==> config.mk <==
export PLATFORM = sky130hd
export DESIGN_NAME = elastic_fifo_opaque_flat
export DESIGN_NICKNAME = d
export VERILOG_FILES = /design/src/rtl/elastic_fifo_opaque_pkg.sv /design/src/rtl/elastic_fifo_opaque_if.sv /design/src/rtl/elastic_fifo_opaque_fifo_ring_mem.sv /design/src/rtl/elastic_fifo_opaque.sv /design/src/flat_wrapper.sv
export SDC_FILE = /design/constraint.sdc
export NUM_CORES = 1
export LEC_CHECK = 0
export ABC_AREA = 1
export BUFFER_PORTS_ARGS = -buffer_cell sky130_fd_sc_hd__buf_2
export CORE_ASPECT_RATIO = 1.25
export CORE_UTILIZATION = 55
export CTS_CLUSTER_DIAMETER = 40
export DETAILED_ROUTE_END_ITERATION = 10
export PLACE_DENSITY_LB_ADDON = 0.1
export SYNTH_ARGS = -nofsm -noshare
export SYNTH_HDL_FRONTEND = slang
export SYNTH_SLANG_ARGS = --single-unit
==> constraint.sdc <==
create_clock -name clk -period 6.1 [get_ports clk]
set_clock_uncertainty 0.15 [all_clocks]
set_input_delay 1.22 -clock clk [delete_from_list [all_inputs] [get_ports clk]]
set_output_delay 1.22 -clock clk [all_outputs]
set_load 0.05 [all_outputs]
==> src/rtl/elastic_fifo_opaque_pkg.sv <==
// Shared definitions for the registered-output elastic FIFO.
package elastic_fifo_opaque_pkg;

  // Pointer/counter width helper; never returns less than one bit.
  function automatic int clog2_min1(input int n);
    int r;
    r = 0;
    while ((32'sd1 <<< r) < n) begin
      r = r + 32'sd1;
    end
    return (r < 32'sd1) ? 32'sd1 : r;
  endfunction

endpackage

==> src/rtl/elastic_fifo_opaque_if.sv <==
// Handshake bundle between a producer, the FIFO and a consumer.
interface elastic_fifo_opaque_if #(
  parameter int DATA_TYPE = 32
);
  logic [DATA_TYPE-1:0] ins;
  logic                 ins_valid;
  logic                 ins_ready;
  logic [DATA_TYPE-1:0] outs;
  logic                 outs_valid;
  logic                 outs_ready;

  modport master (
    output ins, ins_valid, outs_ready,
    input  outs, outs_valid, ins_ready
  );

  modport slave (
    input  ins, ins_valid, outs_ready,
    output outs, outs_valid, ins_ready
  );
endinterface

==> src/rtl/elastic_fifo_opaque_fifo_ring_mem.sv <==
// Ring buffer behind the head register: one write port, asynchronous read port,
// modulo-DEPTH pointers (DEPTH need not be a power of two).
module elastic_fifo_opaque_fifo_ring_mem
  import elastic_fifo_opaque_pkg::*;
#(
  parameter int  DEPTH = 1,
  parameter int  WIDTH = 32,
  localparam int PTR_W = clog2_min1(DEPTH),
  localparam int CNT_W = clog2_min1(DEPTH + 1)
) (
  input  logic             clk,
  input  logic             rst,
  input  logic             wr_en,
  input  logic [WIDTH-1:0] wr_data,
  input  logic             rd_en,
  output logic [WIDTH-1:0] rd_data,
  output logic [CNT_W-1:0] count,
  output logic             empty,
  output logic             full
);

  logic [WIDTH-1:0] mem_r [DEPTH];
  logic [PTR_W-1:0] wr_ptr_r;
  logic [PTR_W-1:0] rd_ptr_r;
  logic [CNT_W-1:0] count_r;

  // Storage array; contents are don't-care after reset so no reset is applied.
  always_ff @(posedge clk) begin
    if (wr_en) begin
      mem_r[wr_ptr_r] <= wr_data;
    end
  end

  // Pointer and occupancy bookkeeping.
  always_ff @(posedge clk or negedge rst) begin
    if (!rst) begin
      wr_ptr_r <= {PTR_W{1'b0}};
      rd_ptr_r <= {PTR_W{1'b0}};
      count_r  <= {CNT_W{1'b0}};
    end else begin
      if (wr_en) begin
        wr_ptr_r <= (wr_ptr_r == PTR_W'(DEPTH - 1)) ? {PTR_W{1'b0}} : wr_ptr_r + PTR_W'(1);
      end
      if (rd_en) begin
        rd_ptr_r <= (rd_ptr_r == PTR_W'(DEPTH - 1)) ? {PTR_W{1'b0}} : rd_ptr_r + PTR_W'(1);
      end
      case ({wr_en, rd_en})
        2'b10:   count_r <= count_r + CNT_W'(1);
        2'b01:   count_r <= count_r - CNT_W'(1);
        default: count_r <= count_r;
      endcase
    end
  end

  assign rd_data = mem_r[rd_ptr_r];
  assign count   = count_r;
  assign empty   = (count_r == {CNT_W{1'b0}});
  assign full    = (count_r == CNT_W'(DEPTH));

endmodule

==> src/rtl/elastic_fifo_opaque.sv <==
// Opaque elastic FIFO: head register plus ring buffer; outs, outs_valid and
// ins_ready are all register outputs, so no input reaches an output combinationally.
module elastic_fifo_opaque
  import elastic_fifo_opaque_pkg::*;
#(
  parameter int NUM_SLOTS = 2,
  parameter int DATA_TYPE = 32
) (
  input  logic                  clk,
  input  logic                  rst,
  elastic_fifo_opaque_if.slave  io
);

  localparam int RB_DEPTH = NUM_SLOTS - 1;
  localparam int CNT_W    = clog2_min1(RB_DEPTH + 1);
  localparam int OCC_W    = clog2_min1(NUM_SLOTS + 1);

  generate
    if (NUM_SLOTS < 2) begin : g_bad_slots
      $error("elastic_fifo_opaque: NUM_SLOTS must be at least 2");
    end
    if (DATA_TYPE < 1) begin : g_bad_width
      $error("elastic_fifo_opaque: DATA_TYPE must be at least 1");
    end
  endgenerate

  logic                 hr_valid_r;
  logic [DATA_TYPE-1:0] hr_data_r;
  logic                 ins_ready_r;

  logic                 push_s;
  logic                 pop_s;
  logic                 hr_free_s;
  logic                 refill_s;
  logic                 bypass_s;
  logic                 rb_wr_s;
  logic                 rb_empty_s;
  logic                 rb_full_s;
  logic [CNT_W-1:0]     rb_count_s;
  logic [DATA_TYPE-1:0] rb_rd_data_s;
  logic [OCC_W-1:0]     occ_s;
  logic [OCC_W-1:0]     occ_next_s;

  // Handshake decode and routing: the ring buffer has priority over the bypass so
  // a token arriving while older ones are queued never overtakes them.
  always_comb begin
    push_s     = io.ins_valid & ins_ready_r;
    pop_s      = hr_valid_r & io.outs_ready;
    hr_free_s  = ~hr_valid_r | pop_s;
    refill_s   = 1'b0;
    bypass_s   = 1'b0;
    if (hr_free_s && !rb_empty_s) begin
      refill_s = 1'b1;
    end else if (hr_free_s && push_s) begin
      bypass_s = 1'b1;
    end else begin
      refill_s = 1'b0;
      bypass_s = 1'b0;
    end
    rb_wr_s    = push_s & ~bypass_s & ~rb_full_s;
    occ_s      = OCC_W'(hr_valid_r) + OCC_W'(rb_count_s);
    occ_next_s = occ_s + OCC_W'(push_s) - OCC_W'(pop_s);
  end

  elastic_fifo_opaque_fifo_ring_mem #(
    .DEPTH (RB_DEPTH),
    .WIDTH (DATA_TYPE)
  ) u_ring (
    .clk     (clk),
    .rst     (rst),
    .wr_en   (rb_wr_s),
    .wr_data (io.ins),
    .rd_en   (refill_s),
    .rd_data (rb_rd_data_s),
    .count   (rb_count_s),
    .empty   (rb_empty_s),
    .full    (rb_full_s)
  );

  // Head register and registered ready; ready lags a full-state pop by one cycle.
  always_ff @(posedge clk or negedge rst) begin
    if (!rst) begin
      hr_valid_r  <= 1'b0;
      hr_data_r   <= {DATA_TYPE{1'b0}};
      ins_ready_r <= 1'b0;
    end else begin
      if (refill_s) begin
        hr_valid_r <= 1'b1;
        hr_data_r  <= rb_rd_data_s;
      end else if (bypass_s) begin
        hr_valid_r <= 1'b1;
        hr_data_r  <= io.ins;
      end else if (pop_s) begin
        hr_valid_r <= 1'b0;
      end else begin
        hr_valid_r <= hr_valid_r;
      end
      ins_ready_r <= (occ_next_s < OCC_W'(NUM_SLOTS));
    end
  end

  assign io.outs       = hr_data_r;
  assign io.outs_valid = hr_valid_r;
  assign io.ins_ready  = ins_ready_r;

endmodule

==> src/flat_wrapper.sv <==
// flat-port wrapper written by rule: the top's interface ports become plain ports
module elastic_fifo_opaque_flat import elastic_fifo_opaque_pkg::*;
#(
  parameter int NUM_SLOTS = 2,
  parameter int DATA_TYPE = 32
)
  (clk, rst, io_ins, io_ins_valid, io_outs_ready, io_outs, io_outs_valid, io_ins_ready);
  elastic_fifo_opaque_if #(.DATA_TYPE(DATA_TYPE)) io_i ();
  input  logic clk;
  input  logic rst;
  input wire logic [$bits(io_i.ins)-1:0] io_ins;
  input wire logic [$bits(io_i.ins_valid)-1:0] io_ins_valid;
  input wire logic [$bits(io_i.outs_ready)-1:0] io_outs_ready;
  output wire logic [$bits(io_i.outs)-1:0] io_outs;
  output wire logic [$bits(io_i.outs_valid)-1:0] io_outs_valid;
  output wire logic [$bits(io_i.ins_ready)-1:0] io_ins_ready;
  assign io_i.ins = io_ins;
  assign io_i.ins_valid = io_ins_valid;
  assign io_i.outs_ready = io_outs_ready;
  assign io_outs = io_i.outs;
  assign io_outs_valid = io_i.outs_valid;
  assign io_ins_ready = io_i.ins_ready;
  elastic_fifo_opaque #(.NUM_SLOTS(NUM_SLOTS), .DATA_TYPE(DATA_TYPE)) u_core (.clk(clk), .rst(rst), .io(io_i));
endmodule
# [Word level (Yosys, flattened, before mapping)]
# Memories as Yosys holds them, arrays and structs flattened.
# Index checks and enable logic that the tools add are counted.
[totals] word_cells=37 output_inout_bits=34 mem_bits_rw=32 n_memories=1 in_bits=36 reg_bits=35
[memory_table] name="u_core.u_ring.mem_r" depth=1 word_bits=32 read_ports=1 rd_clocked_by_memory_dff=0 write_ports=1 line="elastic_fifo_opaque_fifo_ring_mem.sv:22" source="logic [WIDTH-1:0] mem_r [DEPTH];"
[classes] muxes=11 add_sub_neg=5 n_bitwise=8 n_eq_ne=2 reduce_logical=5 n_lt_le_gt_ge=1
[ops] op="$mux W32" n=2
[ops] op="$mux W1" n=8
[ops] op="$and A1 B1 Y1" n=4
[ops] op="$reduce_bool A2 Y1" n=2
[ops] op="$not A1 Y1" n=3
[ops] op="$reduce_bool A3 Y1" n=1
[ops] op="$add A1 B1 Y2" n=1
[ops] op="$add A2 B1 Y2" n=1
[ops] op="$eq A2 B1 Y1 const B" n=1
[ops] op="$eq A2 B2 Y1 const B" n=1
[ops] op="$logic_and A1 B1 Y1" n=2
[ops] op="$lt A2 B2 Y1 const B" n=1
[ops] op="$pmux W1 S2" n=1
[ops] op="$sub A2 B1 Y2" n=1
[ops] op="$add A1 B1 Y1 const B" n=1
[ops] op="$or A1 B1 Y1" n=1
[ops] op="$sub A1 B1 Y1 const B" n=1

# [Depth between registers and ports, before layout]
[depth] ltp_word=10 depth_mapped=8 depth_no_buf=7

# [Modules after synthesis]
# From an unflattened synthesis, not the netlist that was laid out.
[hier_totals] cells_unflattened=335 hier_area_um2=2974.1
[modules_own_cells] module="elastic_fifo_opaque" n_inst=1 area_each_um2=1945.6 cells_per_inst=292 seq_area_each_um2=850.8
[modules_own_cells] module="elastic_fifo_opaque_fifo_ring_mem" n_inst=1 area_each_um2=1028.5 cells_per_inst=43 seq_area_each_um2=985.9

# [Worst setup path after synthesis]
# No wires, ideal clock.
[synth_timing] kind="input to register" from="input port io_ins_valid" to="memory u_core.u_ring.mem_r[0][0] (enable)" path_slack_ns=1.891 t_arrival_ns=3.598 required_time_ns=5.489 cell_stages=2 setup_time_ns=0.461 path_buffers=0 cell_sequence="nand2_1 > nor3_1"
[synth_via] elab_chain_len=9
[synth_rtl] element="from (decl)" line="flat_wrapper.sv:12" source="input wire logic [$bits(io_i.ins_valid)-1:0] io_ins_valid;"
[synth_rtl] element="$and A1 B1 Y1 (*)" line="elastic_fifo_opaque.sv:47" source="push_s = io.ins_valid & ins_ready_r;"
[synth_rtl] element="$logic_and A1 B1 Y1" line="elastic_fifo_opaque.sv:54" source="end else if (hr_free_s && push_s) begin"
[synth_rtl] element="$mux W1" line="elastic_fifo_opaque.sv:54"
[synth_rtl] element="$mux W1" line="elastic_fifo_opaque.sv:52" source="if (hr_free_s && !rb_empty_s) begin"
[synth_rtl] element="$not A1 Y1" line="elastic_fifo_opaque.sv:60" source="rb_wr_s = push_s & ~bypass_s & ~rb_full_s;"
[synth_rtl] element="$and A1 B1 Y1 (*) (2 in a row)" line="elastic_fifo_opaque.sv:60"
[synth_rtl] element="net u_core.rb_wr_s" line="elastic_fifo_opaque.sv:36" source="logic rb_wr_s;"
[synth_rtl] element="$mux W1 (*)" line="elastic_fifo_opaque_fifo_ring_mem.sv:29" source="if (wr_en) begin"
[synth_rtl] element="$mux W1 (not written as such) (*)" line="elastic_fifo_opaque_fifo_ring_mem.sv:30" source="mem_r[wr_ptr_r] <= wr_data;"
[synth_rtl] element="to (decl)" line="elastic_fifo_opaque_fifo_ring_mem.sv:22"
# Mark *: on every way through the listed nets, which the timed path passes. The rest lies on a longest branch.

# [Worst setup path after layout]
[layout_timing] from="input port io_outs_ready" to="register u_core.hr_data_r[10], in the netlist u_core.io.outs[10]"
[layout_via] elab_chain_len=6 elab_cells_between_ends=9 cone_classes="mux: 4; bitwise: 2; reduce/logical: 3"
[layout_rtl] element="from (decl)" line="flat_wrapper.sv:13" source="input wire logic [$bits(io_i.outs_ready)-1:0] io_outs_ready;"
[layout_rtl] element="$and A1 B1 Y1 (*)" line="elastic_fifo_opaque.sv:48" source="pop_s = hr_valid_r & io.outs_ready;"
[layout_rtl] element="$or A1 B1 Y1 (*)" line="elastic_fifo_opaque.sv:49" source="hr_free_s = ~hr_valid_r | pop_s;"
[layout_rtl] element="$logic_and A1 B1 Y1" line="elastic_fifo_opaque.sv:54"
[layout_rtl] element="$mux W1" line="elastic_fifo_opaque.sv:54"
[layout_rtl] element="$mux W1" line="elastic_fifo_opaque.sv:52"
[layout_rtl] element="$reduce_bool A2 Y1 (no source line)"
[layout_rtl] element="to (signal assigned)" line="elastic_fifo_opaque.sv:84" source="hr_data_r <= {DATA_TYPE{1'b0}};"
[layout_rtl] element="to (signal assigned)" line="elastic_fifo_opaque.sv:89" source="hr_data_r <= rb_rd_data_s;"
[layout_rtl] element="to (signal assigned)" line="elastic_fifo_opaque.sv:92" source="hr_data_r <= io.ins;"
[layout_rtl] element="to (decl)" line="elastic_fifo_opaque.sv:28" source="logic [DATA_TYPE-1:0] hr_data_r;"
# Mark *: on every way between the ends. The rest lies on a longest branch, timed or not.
# A chain may end at the register's enable or synchronous reset.

==> out/results.tsv <==
stage	metric	value	unit
global_routing	grt_antenna_before_repair	0	
timing	tightest_slew	1.15	ns
worst_setup_path	crit_slowest_cell	nand2_1	
worst_setup_path	path_class	input pin to register	
clock_network	h-tree-depth	3	
hold_path	worstHoldEndpoint	u_core.io.outs[7]	
clock_network	post_cts_buffers	0	
synth	yosysTopAreaCellShare	33.2	%
synth	yosys.area.top_type	edfxtp_1	
synth	netlist_area	0.00289	mm2
worst_setup_path	max_stage_delay	0.87	ns
synth	avgSynthCellArea	9.01	um2
flow_run	max-cap-violations	0	
routing	dr.pass1.iters	4	
timing	rsz0062_at_grt	false	
timing	period_needed	2.63	ns
routing	wire_per_inst	11.9	um
hold_path	min_path_cells	2	
timing	hold_slack	0.322	ns
placement	finalWeightedCongestion	0.703	
timing	finalSetupTns	0	ns
floorplanning	die_area	0.00555	mm2
clock_network	clk_latency	0.33	ns
synth	synth_fp_nets	359	
cells_and_area	seq_area	0.00184	mm2
synth	syn_inst	321	
pwr	p_leak	1.91	nW
routing	drtIter0Drc	144	
global_routing	grt_overflow	0	
routing	via_count	2081	
timing	setup_viol	0	
placement	portBuffers	69	
floorplanning	core_area	0.00508	mm2
pwr	power_density	534	mW/mm2
run_status	status	finished, final reports clean	
worst_setup_path	r2r_cells	7	
timing	drv_slew	0	
global_routing	grt_max_degree	45	
synth	synth_cell_types	14	
routing	routed_wl	5430	um
clock_network	cts.sinks	67	
clock_network	cts_buffers	9	
worst_setup_path	worst_setup_path_end_kind	register	
worst_setup_path	path_cells	buf_2 > inv_1 > nand2_1 > nand2_1 > nand2_1 > nand2_1 > nand2_1	
timing	fmax	380	MHz
worst_setup_path	r2r_end	u_core.io.outs[31]	
pwr	max-vdd-ir-drop	0.307	mV
clock_network	clk_pin_slew	0.06	ns
routing	drc	0	
synth	ys_seq_elements	67	
floorplanning	die_h	83.1	um
clock_network	cts_resized	0	
timing	finalHoldViolations	0	
cells_and_area	layout-drive-gt1-share	26.6	%
hold_path	min_from	u_core.io.outs[7]	
timing	max_slew_margin	22.8	%
floorplanning	initial_core_util	56.9	%
worst_setup_path	crit_fanout	32	
placement	dp_hpwl	3250	um
routing	ant_nets	0	
synth	ys_top_cells_by_area	edfxtp_1 33%, dfrtp_1 30%, nand2_1 18%	
clock_network	cts_tree	built	
worst_setup_path	cp_data_required_time	6.17	ns
cells_and_area	multi_input_comb_area	846	um2
routing	via_per_inst	4.55	
floorplanning	fp-row-count	29	
global_routing	grt_pass1_vias	1963	
worst_setup_path	timing.rr.start	u_core.u_ring.count	
global_routing	grtUsageTotal	21.9	%
clock_network	cts-root-buf	clkbuf_8	
cells_and_area	syn_to_final_growth	18.9	%
cells_and_area	nets	428	
synth	ys_seq_area_share	63.5	%
worst_setup_path	rrSetupSlack	3.67	ns
clock_network	clock_path_buffers	2	
global_routing	grt_first_pass_wirelength	8980	um
cells_and_area	nFillCells	438	
clock_network	ctsHoldBuffers	0	
timing	fin_crit_sh	43.1	%
floorplanning	num_io_pins	70	
floorplanning	die_w	66.9	um
synth	ys_warn_count	0	
hold_path	hold_path_class	register to register	
worst_setup_path	arrival	2.70	ns
worst_setup_path	cp_common_cell	nand2_1	
worst_setup_path	startpoint_type	input pin	
cells_and_area	antenna_cells	0	
[registers in the layout, indices dropped and copies added (netlist names)]
signal / count
u_core.io.ins_ready: 1
u_core.io.outs_valid: 1
u_core.io.outs: 32
u_core.u_ring.count: 1
u_core.u_ring.mem_r: 32
[metrics by stage]
step           util [%]  area (um2)  worst slack, ns  total power [mW]  std cells
2_1_floorplan         -        2890             1.89              1.33        321
3_3_place_gp       64.1        3260             3.16              1.50        441
3_5_place_dp       64.1        3260             3.14              1.51        441
4_1_cts            67.7        3440             3.44              1.86        457
6_report           67.7        3440             3.47              1.84        457
5_1_grt            67.7        3440             3.26              1.95        457
[cells in the mapped netlist]
master and count:
inv_1 35, nor2_1 47, buf_2 8, nor2_2 17, a21oi_1 2, buf_6 3, dfrtp_1 35, inv_2 1
ha_1 2, edfxtp_1 32, clkbuf_1 2, nand2_1 135, xor2_1 1, nor3_1 1
[placed cells by master, fill, tap and decap left out]
master and n:
nand2_1 134, buf_2 69, nor2_1 47, inv_1 35
dfrtp_1 35, edfxtp_1 32, nor2_2 17, clkbuf_8 12
a21oi_1 2, ha_1 2, clkinv_2 2, clkbuf_1 2
buf_4 2, nor3_2 1, xor2_1 1, inv_2 1
nand2_2 1
[routing by layer]
layer,up-vias,global-route usage (%),share of wire (%)
met1,924,27.9,45
met3,7,6.46,5.1
li1,1096,-,-
met2,54,35.2,48
met4,0,7.54,1.5
met5,-,0,0
[final cells by class]
| type | count | area share (%) |
|---|---|---|
| tap | 62 | 2.26 |
| sequential | 67 | 53.4 |
| inverter | 36 | 3.93 |
| clock buffer | 14 | 5.02 |
| multi-input combinational | 205 | 24.6 |
| timing repair buffer | 71 | 10.5 |
| clock inverter | 2 | 0.291 |
[worst max-delay path, delay by kind of cell]
family,cells,cell delay (ns)
buf+inv,2,0.14
simple gates,5,1.31
[worst max-delay path by stage]
stage | startpoint | cells after the start | endpoint | slack (ns)
finish | io_outs_ready | 7 | u_core.io.outs[10] | 3.47
global route | io_outs_ready | 7 | u_core.io.outs[15] | 3.26
CTS | io_outs_ready | 7 | u_core.io.outs[10] | 3.44
detailed placement | io_outs_ready | 7 | u_core.io.outs[23] | 3.14
global placement | io_outs_ready | 7 | u_core.io.outs[22] | 3.16
floorplan | io_ins_valid | 2 | u_core.u_ring.mem_r[0][0] | 1.89
[cell families after synthesis]
family                     Yosys count  synth area share [%]
and+or+nand+nor                    200                  27.5
xor gates and xnor gates             1                 0.303
buffers and inverters               49                  7.49
DFF                                 67                  63.5
adders and majority gates            2                 0.865
AOI/OAI and AO/OA                    2                 0.346
[where the power goes]
group | internal [mW] | switching [mW]
logic | 0.182 | 0.644
registers | 0.610 | 0.0633
clock network | 0.180 | 0.156
total | 0.972 | 0.863
No activity file was read; power rests on OpenSTA's default activity.
